`src/rtl/ds_adc_avg_decim.sv`:
```
// Block-mean decimator behind the delta-sigma ADC digital stage: sums 2**LOG2_N
// valid samples and presents the floored mean on a valid/ready port.
//
// state  | meaning
// IDLE   | disabled; acc and sample_cnt held at zero, pending result kept
// ACCUM  | accepting valid samples into the current block
module ds_adc_avg_decim #(
    parameter int WIDTH  = 8,
    parameter int LOG2_N = 4
) (
    input  logic              clk,
    input  logic              rst,
    input  logic              en,
    input  logic              din_valid,
    input  logic [WIDTH-1:0]  din,
    output logic [WIDTH-1:0]  avg_out,
    output logic              avg_valid,
    input  logic              avg_ready,
    output logic              overrun,
    input  logic              clr_overrun,
    output logic [LOG2_N-1:0] sample_cnt
);

    localparam int ACC_W = WIDTH + LOG2_N;

    typedef enum logic {
        S_IDLE  = 1'b0,
        S_ACCUM = 1'b1
    } state_t;

    state_t            state_q;
    state_t            state_d;
    logic [ACC_W-1:0]  acc_q;
    logic [ACC_W-1:0]  din_ext;
    logic [ACC_W-1:0]  acc_sum;
    logic [WIDTH-1:0]  result;
    logic              accept;
    logic              block_end;
    logic              xfer;

    always_comb begin
        state_d = state_q;
        case (state_q)
            S_IDLE:  if (en)  state_d = S_ACCUM;
            S_ACCUM: if (!en) state_d = S_IDLE;
            default: state_d = S_IDLE;
        endcase
    end

    // Leaving ACCUM takes priority over a sample presented on the same edge.
    assign accept    = (state_q == S_ACCUM) && en && din_valid;
    assign block_end = accept && (sample_cnt == {LOG2_N{1'b1}});
    assign din_ext   = {{LOG2_N{din[WIDTH-1]}}, din};
    assign acc_sum   = acc_q + din_ext;
    // Dropping the low LOG2_N bits of the two's-complement sum is a floor divide.
    assign result    = acc_sum[ACC_W-1:LOG2_N];
    assign xfer      = avg_valid && avg_ready;

    always_ff @(posedge clk) begin
        if (rst) begin
            state_q <= S_IDLE;
        end else begin
            state_q <= state_d;
        end
    end

    always_ff @(posedge clk) begin
        if (rst) begin
            acc_q      <= '0;
            sample_cnt <= '0;
        end else if (state_d == S_IDLE || block_end) begin
            acc_q      <= '0;
            sample_cnt <= '0;
        end else if (accept) begin
            acc_q      <= acc_sum;
            sample_cnt <= sample_cnt + LOG2_N'(1);
        end
    end

    always_ff @(posedge clk) begin
        if (rst) begin
            avg_out   <= '0;
            avg_valid <= 1'b0;
        end else if (block_end) begin
            avg_out   <= result;
            avg_valid <= 1'b1;
        end else if (xfer) begin
            avg_valid <= 1'b0;
        end
    end

    always_ff @(posedge clk) begin
        if (rst) begin
            overrun <= 1'b0;
        end else if (block_end && avg_valid && !avg_ready) begin
            overrun <= 1'b1;
        end else if (clr_overrun) begin
            overrun <= 1'b0;
        end
    end

endmodule

```
`config.mk`:
```
export PLATFORM = sky130hd
export DESIGN_NAME = ds_adc_avg_decim
export DESIGN_NICKNAME = d
export VERILOG_FILES = /design/src/rtl/ds_adc_avg_decim.sv
export SDC_FILE = /design/constraint.sdc
export NUM_CORES = 1
export LEC_CHECK = 0
export ABC_AREA = 1
export ABC_CLOCK_PERIOD_IN_PS = 2200
export CAP_MARGIN = 20
export CORE_MARGIN = 2
export CORE_UTILIZATION = 40
export DETAILED_ROUTE_END_ITERATION = 12
export PLACE_DENSITY_LB_ADDON = 0.12
export SYNTH_ARGS = -nofsm -noshare
export SYNTH_HDL_FRONTEND = slang
export SYNTH_SLANG_ARGS = --single-unit
```
`constraint.sdc`:
```
create_clock -name clk -period 2.2 [get_ports clk]
set_input_delay 0.44 -clock clk [delete_from_list [all_inputs] [get_ports clk]]
set_output_delay 0.44 -clock clk [all_outputs]
set_load 0.03 [all_outputs]
```
==> metrics.md, run 1 <==
| Metric | Value |
|---|---|
| Status | `completed` |
| Placed wire-length estimate | `3000 microns` |
| RSZ-0062 raised after global routing | `no` |
| Placed Cells | `341` |
| Crit-path max cell delay | `0.40 ns` |
| Longest Clk Path Bufs | `2` |
| Worst path slowest cell | `clkdlybuf4s50_1` |
| CP startpoint kind | `input port` |
| Final Critical Period | `1.97 ns` |
| N_diodes | `0` |
| P&R area growth vs syn | `24.4%` |
| Routed len/inst | `11.4 microns` |
| Share of layout cells above drive strength 1 | `9.22%` |
| Drt pass-1 iters | `4` |
| Die footprint | `4910 sq um` |
| Final hold viol count | `0` |
| Pins Over Slew Limit | `0` |
| Rows | `24` |
| Antenna viol nets, final | `0` |
| Arrival time at the worst endpoint | `2.14 ns` |
| Num CTS Buffers | `3` |
| Final hold slack | `0.469 ns` |
| CTS sink count | `27` |
| Setup slack at placement | `-0.0586 ns` |
| Gr ovfl total | `0` |
| Maximum fanout along the worst path | `3` |
| Part of the cycle the worst path needs | `89.4%` |
| Post-cts resize count | `0` |
| RePlAce Congestion | `0.802` |
| Initial drt markers | `83` |
| I/O pin count | `28` |
| Fillers | `439` |
| Post-synthesis sequential area ratio | `30.9%` |
| Hold Path Class | `register to register` |
| Core ar. | `4290 sq um` |
| Top_reg_cell synth | `dfxtp_1` |
| Hold Buf Count CTS | `0` |
| CP Capture Type | `register` |
| Rel. slew slack | `78.7%` |
| Final nets | `321` |
| Yosys cell types | `29` |
| First-pass GRT wire length | `7020 microns` |
| Root Driver | `clkbuf_8` |
| Final setup violation count | `0` |
| Clock Skew | `0.0106 ns` |
| Via count | `1622` |
| Ordered list of cells on the worst path | `clkdlybuf4s50_1, ha_1, fa_1, nand2_1, nand3_1, nand2_1, xor2_1, nand2_1, o211ai_1, inv_1` |
| CTS H-Tree Depth | `1` |
| Synth async-reset ratio | `0%` |
| Die height | `70.1 microns` |
| Achievable Freq | `509 MHz` |
| Initial Util | `40.7%` |
| Chip Width | `70.1 microns` |
| Least-Margin Pin Slew | `0.318 ns` |
| Total GRT Usage | `17.6%` |
| Final core occ | `50.6%` |
| DRC viols | `0` |
| IO Port Bufs | `27` |
| Pwr Density | `422 nW/um^2` |
| Max-cap violations | `0` |
| Syn avg cell area | `6.82 sq um` |
| Syn nets | `283` |
| Vias/cell | `4.70` |
| Pin count of the biggest net entering global routing | `21` |
| Crit path max-delay family | `adder cells` |
| Fin worst setup slack | `0.234 ns` |
| Vias in the first global route | `1555` |
| Pleak | `1.12 nW` |
| CTS tree | `built` |
| Synthesized area | `1750 sq um` |
| Most frequent CP cell | `nand2_1` |
| Worst skew pair latency | `0.28 ns` |
| Cells after synthesis | `256` |
| WL final | `3930 microns` |
| Crit path kind | `input port to register` |
| Clock-pin slew on the worst setup and hold paths | `0.09 ns` |
| Req. time, crit path | `2.38 ns` |
| Post-CTS Repair Setup Buffers | `0` |
| Antenna violations before repair | `0` |
| Finished Layout Cells | `345` |
| Post-synth EDFFs | `0` |
| WP buf/inv | `2` |
| Peak VDD IR | `217 uV` |
| FF+latch count, synth | `27` |
| Synth warn | `0` |
## layout by cell type, fill, tap and decap left out, types with 2 or more instances in the layout
cell / synthesis / routed
nand3_1: 27 / 27
inv_4: 2 / 2
nand4_1: 3 / 3
o21ai_0: 2 / 2
ha_1: 12 / 12
o21a_1: 7 / 7
nand2_1: 73 / 73
a21o_1: 2 / 2
xor2_1: 4 / 4
clkdlybuf4s50_1: 0 / 27
inv_1: 42 / 42
or2_2: 2 / 2
xnor2_1: 2 / 2
nor2_1: 23 / 23
o211ai_1: 3 / 3
clkbuf_8: 0 / 3
dfxtp_1: 27 / 27
a21oi_1: 10 / 10
buf_4: 0 / 10
## per-stage QoR
step                setup TNS, ns  instance area (sq um)  power (mW)
finish                          0                   2170       0.918
global route                    0                   2170       0.968
CTS                             0                   2170       0.931
detailed placement         -0.144                   2130       0.633
global placement          -0.0809                   2130       0.633
floorplan                       0                   1750       0.580
## report_power, final
group | switching [mW] | internal [mW] | total (mW)
Clock | 0.168 | 0.127 | 0.296
Combinational | 0.0687 | 0.0580 | 0.127
Sequential | 0.00280 | 0.492 | 0.495
Total | 0.240 | 0.678 | 0.918
## state kept, by name (all words and copies together), names as in the netlist
register    cells
sample_cnt      4
state_q         1
acc_q          12
overrun         1
avg_valid       1
avg_out         8
## cell usage after synthesis (2+ instances only)
| master | count | area (sq um) |
|---|---|---|
| a21o_1 | 2 | 15.0 |
| a21oi_1 | 10 | 50.1 |
| buf_2 | 3 | 15.0 |
| dfxtp_1 | 27 | 541 |
| ha_1 | 12 | 150 |
| inv_1 | 42 | 158 |
| inv_4 | 2 | 12.5 |
| nand2_1 | 73 | 274 |
| nand3_1 | 27 | 135 |
| nand4_1 | 3 | 18.8 |
| nor2_1 | 23 | 86.3 |
| o211ai_1 | 3 | 22.5 |
| o21a_1 | 7 | 52.6 |
| o21ai_0 | 2 | 10.0 |
| or2_2 | 2 | 12.5 |
| xnor2_1 | 2 | 17.5 |
| xor2_1 | 4 | 35.0 |
## cells by family (layout without fill, tap and decap cells)
| group | after synthesis | after routing | synth area share [%] |
|---|---|---|---|
| AOI/OAI and AO/OA | 26 | 26 | 9.81 |
| xor gates and xnor gates | 6 | 6 | 3.01 |
| adders and majority gates | 13 | 13 | 9.74 |
| buffers and inverters | 50 | 87 | 12.2 |
| DFF | 27 | 27 | 30.9 |
| and+or+nand+nor | 134 | 134 | 34.3 |
## layer usage
metal | vias to the layer above | wire [microns] | global-route usage (%)
met2 | 25 | 1690 | 28.7
met4 | 0 | 38 | 4.49
met1 | 711 | 2090 | 24.7
met3 | 4 | 106 | 2.16
met5 | - | 0 | 0
li1 | 882 | - | -
## layout make-up
cell class	count	area, sq um	area share [%]
sequential	27	541	24.9
timing repair buffer	37	345	15.9
clock inverter	1	5.00	0.230
inverter	46	183	8.41
tap	52	65.1	2.99
clock buffer	3	41.3	1.90
multi-input combinational	179	993	45.7
## final timing paths
kind	from	endpoint	slack [ns]	cells past startpoint
max	din[0]	acc_q[4]$_SDFFE_PP0P_	0.23	10
min	acc_q[0]$_SDFFE_PP0P_	acc_q[0]$_SDFFE_PP0P_	0.47	2
max reg2reg	acc_q[0]$_SDFFE_PP0P_	acc_q[4]$_SDFFE_PP0P_	0.51	9
min reg2reg	acc_q[0]$_SDFFE_PP0P_	acc_q[0]$_SDFFE_PP0P_	0.47	2
## tightest hold or removal path: cells and delay by family (launching register included)
family,cells,cell delay (ns)
simple gates,1,0.06
compound gates,1,0.05
flops,1,0.32
(Power assumes the default switching activity.)
==> inputs of run 2 (changes only) <==
Settings changed: ABC_CLOCK_PERIOD_IN_PS 2200 to not set.
==> results of run 2 <==
The final DEF is identical to that of run 1; final timing and power are the same.
